`src/rtl/fetch_unit_if.sv`:
```
// fetch_unit_if: bundles the fetch stage's memory, redirect and decode
// signals.
//   master : the fetch unit. Drives mem_pc, dec_valid, dec_pc, dec_instr
//            and out_of_range. Samples mem_instr, redirect_valid,
//            redirect_pc and dec_ready.
//   slave  : the environment (instruction memory, branch unit, decode).
//            It has the opposite directions.
interface fetch_unit_if;
    logic [31:0] mem_pc;
    logic [31:0] mem_instr;
    logic        redirect_valid;
    logic [31:0] redirect_pc;
    logic        dec_valid;
    logic        dec_ready;
    logic [31:0] dec_pc;
    logic [31:0] dec_instr;
    logic        out_of_range;

    modport master (
        output mem_pc,
        input  mem_instr,
        input  redirect_valid,
        input  redirect_pc,
        output dec_valid,
        input  dec_ready,
        output dec_pc,
        output dec_instr,
        output out_of_range
    );

    modport slave (
        input  mem_pc,
        output mem_instr,
        output redirect_valid,
        output redirect_pc,
        input  dec_valid,
        output dec_ready,
        input  dec_pc,
        input  dec_instr,
        input  out_of_range
    );
endinterface

```
`src/rtl/fetch_unit.sv`:
```
// fetch_unit: instruction-fetch stage.
// It owns the program counter (a word index) and drives it to an instruction
// memory that has a 1-cycle read latency. It pairs each returned word with
// the pc that produced it, and buffers up to two entries for decode behind a
// valid/ready handshake. A redirect loads a new pc and flushes everything
// that is buffered or in flight. Fetch stops once the pc reaches MEM_DEPTH.
// Ports:
//   clk  - rising-edge clock.
//   rst  - asynchronous, active-high reset.
//   bus  - fetch_unit_if.master:
//            mem_pc / mem_instr         : memory address and read data
//            redirect_valid/redirect_pc : flush and load a new pc
//            dec_valid/dec_ready        : decode handshake
//            dec_pc/dec_instr           : head entry
//            out_of_range               : pc has reached MEM_DEPTH
module fetch_unit #(
    parameter logic [31:0] RESET_PC  = 32'd0,
    parameter int          MEM_DEPTH = 512
) (
    input logic          clk,
    input logic          rst,
    fetch_unit_if.master bus
);
    localparam logic [31:0] DEPTH = 32'(MEM_DEPTH);

    // p0: program counter driven to memory
    logic [31:0] pc_p0;
    // p1: request whose data is on mem_instr this cycle
    logic        vld_p1;
    logic [31:0] pc_p1;
    // p2: two-entry buffer; the head entry drives decode
    logic        head_vld_p2;
    logic [31:0] head_pc_p2;
    logic [31:0] head_instr_p2;
    logic        tail_vld_p2;
    logic [31:0] tail_pc_p2;
    logic [31:0] tail_instr_p2;

    logic        oor;
    logic        pop;
    logic        push;
    logic        issue;
    logic [1:0]  count;
    logic [2:0]  occupancy;
    logic [31:0] pc_n;
    logic        head_vld_n;
    logic [31:0] head_pc_n;
    logic [31:0] head_instr_n;
    logic        tail_vld_n;
    logic [31:0] tail_pc_n;
    logic [31:0] tail_instr_n;

    always_comb begin
        oor       = (pc_p0 >= DEPTH);
        pop       = head_vld_p2 & bus.dec_ready;
        push      = vld_p1 & ~bus.redirect_valid;
        count     = {1'b0, head_vld_p2} + {1'b0, tail_vld_p2};
        // The buffer slots already owed to entries, after this cycle's pop.
        // A new request is issued only if its word is guaranteed a slot.
        occupancy = {1'b0, count} + {2'b00, vld_p1} - {2'b00, pop};
        issue     = ~bus.redirect_valid & ~oor & (occupancy < 3'd2);

        pc_n = pc_p0;
        if (bus.redirect_valid) begin
            pc_n = bus.redirect_pc;
        end else if (issue) begin
            pc_n = pc_p0 + 32'd1;
        end

        head_vld_n   = head_vld_p2;
        head_pc_n    = head_pc_p2;
        head_instr_n = head_instr_p2;
        tail_vld_n   = tail_vld_p2;
        tail_pc_n    = tail_pc_p2;
        tail_instr_n = tail_instr_p2;

        if (bus.redirect_valid) begin
            // The flush wins over any pop or push in the same cycle.
            head_vld_n = 1'b0;
            tail_vld_n = 1'b0;
        end else if (head_vld_p2 && !pop) begin
            // The head stays in place. A push can only land here when the
            // tail is free, because issue reserved a slot for it.
            if (push) begin
                tail_vld_n   = 1'b1;
                tail_pc_n    = pc_p1;
                tail_instr_n = bus.mem_instr;
            end
        end else if (tail_vld_p2) begin
            // The head is popped, so the tail moves up.
            head_vld_n   = 1'b1;
            head_pc_n    = tail_pc_p2;
            head_instr_n = tail_instr_p2;
            tail_vld_n   = push;
            if (push) begin
                tail_pc_n    = pc_p1;
                tail_instr_n = bus.mem_instr;
            end
        end else begin
            // The buffer is empty, or its only entry is popped. A pushed
            // entry goes straight to the head.
            head_vld_n = push;
            if (push) begin
                head_pc_n    = pc_p1;
                head_instr_n = bus.mem_instr;
            end
        end
    end

    always_ff @(posedge clk or posedge rst) begin
        if (rst) begin
            pc_p0         <= RESET_PC;
            vld_p1        <= 1'b0;
            head_vld_p2   <= 1'b0;
            head_pc_p2    <= 32'd0;
            head_instr_p2 <= 32'd0;
            tail_vld_p2   <= 1'b0;
        end else begin
            pc_p0         <= pc_n;
            vld_p1        <= issue;
            head_vld_p2   <= head_vld_n;
            head_pc_p2    <= head_pc_n;
            head_instr_p2 <= head_instr_n;
            tail_vld_p2   <= tail_vld_n;
        end
    end

    // These registers carry data only. They are qualified by vld_p1 and
    // tail_vld_p2, so they need no reset.
    always_ff @(posedge clk) begin
        if (issue) begin
            pc_p1 <= pc_p0;
        end
        tail_pc_p2    <= tail_pc_n;
        tail_instr_p2 <= tail_instr_n;
    end

    assign bus.mem_pc       = pc_p0;
    assign bus.dec_valid    = head_vld_p2;
    assign bus.dec_pc       = head_pc_p2;
    assign bus.dec_instr    = head_instr_p2;
    assign bus.out_of_range = oor;
endmodule

```
`src/flat_wrapper.sv`:
```
// flat-port wrapper written by rule: the top's interface ports become plain ports
module fetch_unit_flat 
#(
    parameter logic [31:0] RESET_PC  = 32'd0,
    parameter int          MEM_DEPTH = 512
)
  (clk, rst, bus_mem_pc, bus_mem_instr, bus_redirect_valid, bus_redirect_pc, bus_dec_valid, bus_dec_ready, bus_dec_pc, bus_dec_instr, bus_out_of_range);
  fetch_unit_if bus_i ();
  input logic clk;
  input logic rst;
  output wire logic [$bits(bus_i.mem_pc)-1:0] bus_mem_pc;
  input wire logic [$bits(bus_i.mem_instr)-1:0] bus_mem_instr;
  input wire logic [$bits(bus_i.redirect_valid)-1:0] bus_redirect_valid;
  input wire logic [$bits(bus_i.redirect_pc)-1:0] bus_redirect_pc;
  output wire logic [$bits(bus_i.dec_valid)-1:0] bus_dec_valid;
  input wire logic [$bits(bus_i.dec_ready)-1:0] bus_dec_ready;
  output wire logic [$bits(bus_i.dec_pc)-1:0] bus_dec_pc;
  output wire logic [$bits(bus_i.dec_instr)-1:0] bus_dec_instr;
  output wire logic [$bits(bus_i.out_of_range)-1:0] bus_out_of_range;
  assign bus_mem_pc = bus_i.mem_pc;
  assign bus_i.mem_instr = bus_mem_instr;
  assign bus_i.redirect_valid = bus_redirect_valid;
  assign bus_i.redirect_pc = bus_redirect_pc;
  assign bus_dec_valid = bus_i.dec_valid;
  assign bus_i.dec_ready = bus_dec_ready;
  assign bus_dec_pc = bus_i.dec_pc;
  assign bus_dec_instr = bus_i.dec_instr;
  assign bus_out_of_range = bus_i.out_of_range;
  fetch_unit #(.RESET_PC(RESET_PC), .MEM_DEPTH(MEM_DEPTH)) u_core (.clk(clk), .rst(rst), .bus(bus_i));
endmodule
```
`config.mk`:
```
export PLATFORM = sky130hd
export DESIGN_NAME = fetch_unit_flat
export DESIGN_NICKNAME = d
export VERILOG_FILES = /design/src/rtl/fetch_unit_if.sv /design/src/rtl/fetch_unit.sv /design/src/flat_wrapper.sv
export SDC_FILE = /design/constraint.sdc
export NUM_CORES = 1
export LEC_CHECK = 0
export ABC_CLOCK_PERIOD_IN_PS = 6500
export CORE_MARGIN = 1
export CORE_UTILIZATION = 56
export CTS_BUF_LIST = sky130_fd_sc_hd__clkbuf_2 sky130_fd_sc_hd__clkbuf_4 sky130_fd_sc_hd__clkbuf_8
export CTS_CLUSTER_DIAMETER = 80
export DETAILED_ROUTE_END_ITERATION = 6
export GPL_ROUTABILITY_DRIVEN = 1
export PLACE_DENSITY = 0.88
export SLEW_MARGIN = 20
export SYNTH_ARGS = -nofsm -noshare
export SYNTH_HDL_FRONTEND = slang
export SYNTH_SLANG_ARGS = --single-unit
```
`constraint.sdc`:
```
create_clock -name clk -period 6.5 [get_ports clk]
set_input_delay 0.975 -clock clk [delete_from_list [all_inputs] [get_ports clk]]
set_output_delay 0.975 -clock clk [all_outputs]
set_load 0.02 [all_outputs]
```
==> results by group <==
Die
  • Die X: 117.1 um
  • Initial Util: roughly three fifths
  • Total Die Area: 13720 um2
  • Cell Rows: a little over 40
  • Core area: 12770 um2
  • I/O pins: roughly 170
  • Die Y: around 120 um

Timing
  • Hold violation count in the final report: 0
  • RSZ-0062 raised after global routing: no
  • Clk_skew: 0.007447 ns
  • Post-layout min period: about 3.7 ns
  • Count of final setup violators: 0
  • Worst relative slew slack: a little under a third
  • Final setup TNS: 0 ns
  • Final Cycle Share: between 50% and 60%
  • Final Slew Violations: 0
  • Slew @ Worst Pin: 1.045 ns
  • Achievable Freq: between 0.2 and 0.3 GHz

Global route
  • Vias in the first global route: between 4000 and 5000
  • Total gr overflow: 0
  • Global-route wire length before repair: around 23000 um
  • Largest net degree at the start of global routing: roughly 120
  • Initial antenna violation count: 0
  • All-layer global routing usage: about 23%

Logic synthesis
  • Yosys warning count: 0
  • Number of flops mapped to enable cells by yosys: 96
  • Synthesis-stage register bit count: between 150 and 200
  • Post-synth cell types: 30
  • Fraction of registers with async set/reset: between 50% and 60%
  • Post-Syn Area per Cell: ~14 um2
  • Syn_nets: 588
  • Ys flop type: dfrtp_1
  • Gate count of the mapped netlist: 516
  • Sequential-to-total area share from yosys stat: 72.23%
  • Cell area after synthesis: about 7400 um2

CTS
  • Total setup buffers inserted after CTS: 0
  • Post-cts hold buffer count: 0
  • Clock insertion delay at the later pin of the skew report: between 0.4 and 0.5 ns
  • Resize count post-CTS: 0
  • CTS tree: built
  • H-Tree Depth: 4
  • Clk buf depth: 2
  • # clock sinks: around 200
  • Reg clk slew, reported paths: approximately 0.09 ns
  • CTS buffer count: 17
  • Root buf cell: clkbuf_8

Critical path
  • CP required: between 6 and 7 ns
  • Largest fanout on the critical path: 22
  • R2R Setup Slk: approximately 3.4 ns
  • Setup crit end kind: register
  • Crit path DAT: 3.84 ns
  • CP Class: input port to register
  • Critical Path Source Type: input port

Placed design
  • DP Wirelength: between 10000 and 15000 um
  • IO buf count: approximately 170
  • RePlAce Congestion: 0.8304

Flow run
  • Total of max-cap violations: 0

Route
  • Number of remaining DRC errors: 0
  • Vias: approximately 4600
  • WL per Instance: ~17 um
  • Drt pass-1 iters: 5
  • Detailed Route WL: ~15000 um
  • Vias/cell: between 5 and 6
  • 1st-iter DRT viols: roughly 340
  • Antenna Nets Post-Route: 0

Status
  • Outcome: finished, final reports clean

Finish
  • Filler cells: 798
  • Layout cells sized above 1: between 10% and 20%
  • Nets: 750
  • N_diodes: 0
  • Area grow syn2layout: 29.73%

Power and ir drop
  • Worst VDD drop: between 100 and 150 uV
  • Total Power: approximately 0.0025 W
  • Leakage: approximately 3.5 nW
  • Pwr Density: 255.2 nW/um2

Worst hold path
  • Hold crit path type: register to register
[synth_stat cells, drive strengths merged, types with 6 or more instances]
cell type / instances / share of area, %
inv: 6 / 0.30
nand2: 11 / 0.56
dfrtp: 99 / 33
nor4: 10 / 1.1
o21ai: 9 / 0.61
mux2: 22 / 3.3
nor2: 69 / 3.5
mux2i: 66 / 8.9
a21oi: 67 / 4.5
clkbuf: 23 / 1.2
xnor2: 7 / 0.83
edfxtp: 96 / 39
[metrics by stage]
step	area, um2	worst slack, ns	hold WS, ns	cells	util (%)
after CTS	9623	2.841	0.4562	863	75.34
after global routing	9627	2.651	0.4656	863	75.36
final	9627	2.782	0.4513	863	75.36
after global placement	9239	2.472	0.4354	831	72.33
after floorplan	7421	1.918	0.4257	516	-
after detailed placement	9239	2.368	0.4468	831	72.33
[final timing paths]
kind / cells after the start / endpoint / startpoint
worst min-delay path: 0 / u_core.tail_pc_p2[7] / u_core.pc_p1[7]
worst max-delay path: 10 / u_core.pc_p1[21] / bus_dec_ready
max in group asynchronous: 3 / u_core.bus.mem_pc[15] / rst
worst max register to register: 9 / u_core.pc_p1[21] / u_core.bus.dec_valid
min in group asynchronous: 2 / u_core.bus.dec_instr[22] / rst
worst min register to register: 0 / u_core.tail_pc_p2[7] / u_core.pc_p1[7]
[cell families after synthesis]
logic type,Yosys count,share of synthesized area [%]
and+or+nand+nor,111,6.980
muxes,88,12.24
adders and majority gates,4,0.6744
xor gates and xnor gates,7,0.8262
AOI/OAI and AO/OA,78,5.362
DFF,195,72.23
buffers and inverters,33,1.686
[report_power, final]
part	internal, W	total, W	switching [W]	leakage [nW]
Sequential	0.00135	0.00139	0.0000472	2.02
Combinational	0.000162	0.000311	0.000148	1.26
Clock	0.000379	0.000751	0.000372	0.207
Total	0.00189	0.00246	0.000568	3.49
[sequential cells by signal (all words and copies together) (netlist names)]
| register | count |
|---|---|
| u_core.tail_vld_p2 | 1 |
| u_core.bus.dec_pc | 32 |
| u_core.bus.dec_valid | 1 |
| u_core.bus.dec_instr | 32 |
| u_core.tail_instr_p2 | 32 |
| u_core.tail_pc_p2 | 32 |
| u_core.bus.mem_pc | 32 |
| u_core.pc_p1 | 32 |
| u_core.vld_p1 | 1 |
[layer usage]
metal	vias up	share of wire (%)	track usage, %
met5	-	0	0
li1	2189	-	-
met3	17	5.7	5.098
met4	0	1.7	8.354
met1	2260	44	30.21
met2	160	49	36.45
[critical path: stages]
cell             delay [ns]
clkdlybuf4s50_1        0.41
and2_1                 0.17
ha_1                   0.29
inv_1                  0.04
ha_1                   0.27
a21oi_1                0.18
xnor2_1                0.22
or3_4                  0.45
nor2_2                 0.44
buf_4                  0.39
[cell type report]
type	instances	area, um2	area share, %
Inverter	6	25.02	0.2599
Timing Repair Buffer	170	1688	17.53
Clock inverter	7	83.83	0.8708
Multi-Input combinational cell	288	1951	20.26
Tap cell	172	215.2	2.236
Clock buffer	25	300.3	3.119
Sequential cell	195	5364	55.72
[cells in the final DEF, fill, tap and decap left out, drive strengths merged, types with 9 or more instances in the layout]
master           n
clkdlybuf4s50  164
dfrtp           99
edfxtp          96
nor2            69
a21oi           67
mux2i           66
clkbuf          25
mux2            22
nand2           11
nor4            10
o21ai            9
Note: power is estimated with default switching activity, not from simulation.
==> variant: new RTL, same settings <==
Reset style: synchronous (`rst`), changed in one clocked block. Comments in the files are not updated.
--- a/src/rtl/fetch_unit.sv
+++ b/src/rtl/fetch_unit.sv
@@ -107,7 +107,7 @@
         end
     end
 
-    always_ff @(posedge clk or posedge rst) begin
+    always_ff @(posedge clk) begin
         if (rst) begin
             pc_p0         <= RESET_PC;
             vld_p1        <= 1'b0;
Formal check against the unedited RTL: differs if rst is asserted again (counterexample within 4 cycles, from zero or initial values and one cycle with rst high); with rst held inactive, the same outputs for 4 cycles.
==> variant against the unedited design <==
  * Clock skew about the same
  * Die area fell by 3.4%
  * Via count is 3.0% higher
  * Wire length grew 1.7%
  * Final cell count rose by 0.58%
  * Synthesized area decreased by 3.5%
  * Sequential cell count did not move
  * Count of clock-buffer cells in the layout fell by 7
  * Utilization increased by 0.52 points
  * Final area is 3.3% lower
  * Fmax grew 6.6%
  * Highest routed layer unchanged
  * Setup slack improved by 0.23 ns
Power is not compared: it rests on default switching activity, and its combinational part moved more than twofold at a synthesized area within 25%.
==> variant: results (changes against the unedited design) <==
DRT Pass-1 Iters 4 (-1); Async SR Flop Fraction 0% (-51 points); M1 wire length 6490 um (-0.28%); crit-path max FO 10 (-55%); drt via density 5.49 (+2.4%); top cells by area, synth edfxtp_1, dfxtp_1, mux2i_1, a211oi_1, nor2_1; Worst R2R Start u_core.bus.dec_valid; worst clock skew 0.00758 ns (+0.000134 ns); flop2flop setup slack 3.64 ns (+0.29 ns); share of post-route cells with drive strength above 1 7.00% (-3.1 points); syn_nets 609 (+3.6%); Worst Min Path Start u_core.pc_p1[9]; met3 Usage GRT 4.48% (-0.62 points); Worst IR Drop VDD 0.000156 V; WL met2 7460 um (+3.9%); Layout Nets 759 (+1.2%); Unique masters post-synth 37 (+23%); M1 GR Usage 30.0% (-0.22 points); Tot GR Track Use 23.7% (+1.2 points); CP Capture Point u_core.bus.mem_pc[5]; met2 Usage GRT 39.4% (+2.9 points); post-cts resize count 0 (unchanged); Met3 Wirelength 676 um (-19%); fillcell total 761 (-4.6%); Slew Limit Headroom 38.6% (+8.2 points); largest net degree at the start of global routing 129 (+4.9%); GP Congestion 0.815 (-1.8%); hold crit path type flip-flop to flip-flop; vias in the first global route 4647 (+3.9%); total routed wirelength 15000 um (+1.7%); run status completed; WHS Endpoint u_core.tail_pc_p2[9]
==> variant: cell count changes after synthesis, sizes merged, moves of 9 or more <==
cell	before	now
dfrtp	99	0
dfxtp	0	99
a211oi	0	68
a21oi	67	6
mux2	22	0
a22o	0	20
clkbuf	23	34
nor2	69	78
o21ai	9	0
==> variant: per-stage QoR <==
step | worst slack (ns) | hold WS, ns | std cells | area (sq um) | util [%]
6_report | 3.01 | 0.473 | 868 | 9310 | 75.9
5_1_grt | 2.94 | 0.482 | 868 | 9310 | 75.9
4_1_cts | 2.99 | 0.474 | 867 | 9270 | 75.6
3_5_place_dp | 2.55 | 0.448 | 835 | 8910 | 72.7
3_3_place_gp | 2.73 | 0.436 | 835 | 8910 | 72.7
2_1_floorplan | 0.158 | 0.426 | 537 | 7160 | -
==> variant: layout make-up <==
class	count	area share, %
clock buffer	18	2.60
multi-input combinational	294	22.9
clock inverter	14	1.25
timing repair buffer	170	18.3
inverter	9	0.363
sequential	195	52.3
tap	168	2.26
==> variant: kinds of logic after synthesis <==
kind of cell | synth area share, %
buffers and inverters | 2.62
AO/OA/AOI/OAI | 11.2
AND/OR/NAND/NOR | 7.43
flip-flops | 67.9
adder cells (fa/ha/maj) | 0.699
multiplexers | 9.37
XOR/XNOR | 0.716
==> variant: power groups by stage <==
stage          logic [mW]  registers (mW)  clock network, mW
2_1_floorplan      0.0482            1.36                  0
3_3_place_gp        0.144            1.35                  0
3_5_place_dp        0.148            1.35                  0
4_1_cts             0.150            1.32              0.719
5_1_grt             0.159            1.32              0.762
6_report            0.149            1.32              0.702
==> variant: critical path, stage by stage <==
cell and delay (ns):
clkdlybuf4s50_1 0.43, and2_1 0.18, ha_1 0.27, inv_1 0.04
ha_1 0.30, a21oi_2 0.21, xnor2_2 0.14, or3_1 0.48
or4_1 0.55, a311oi_1 0.27
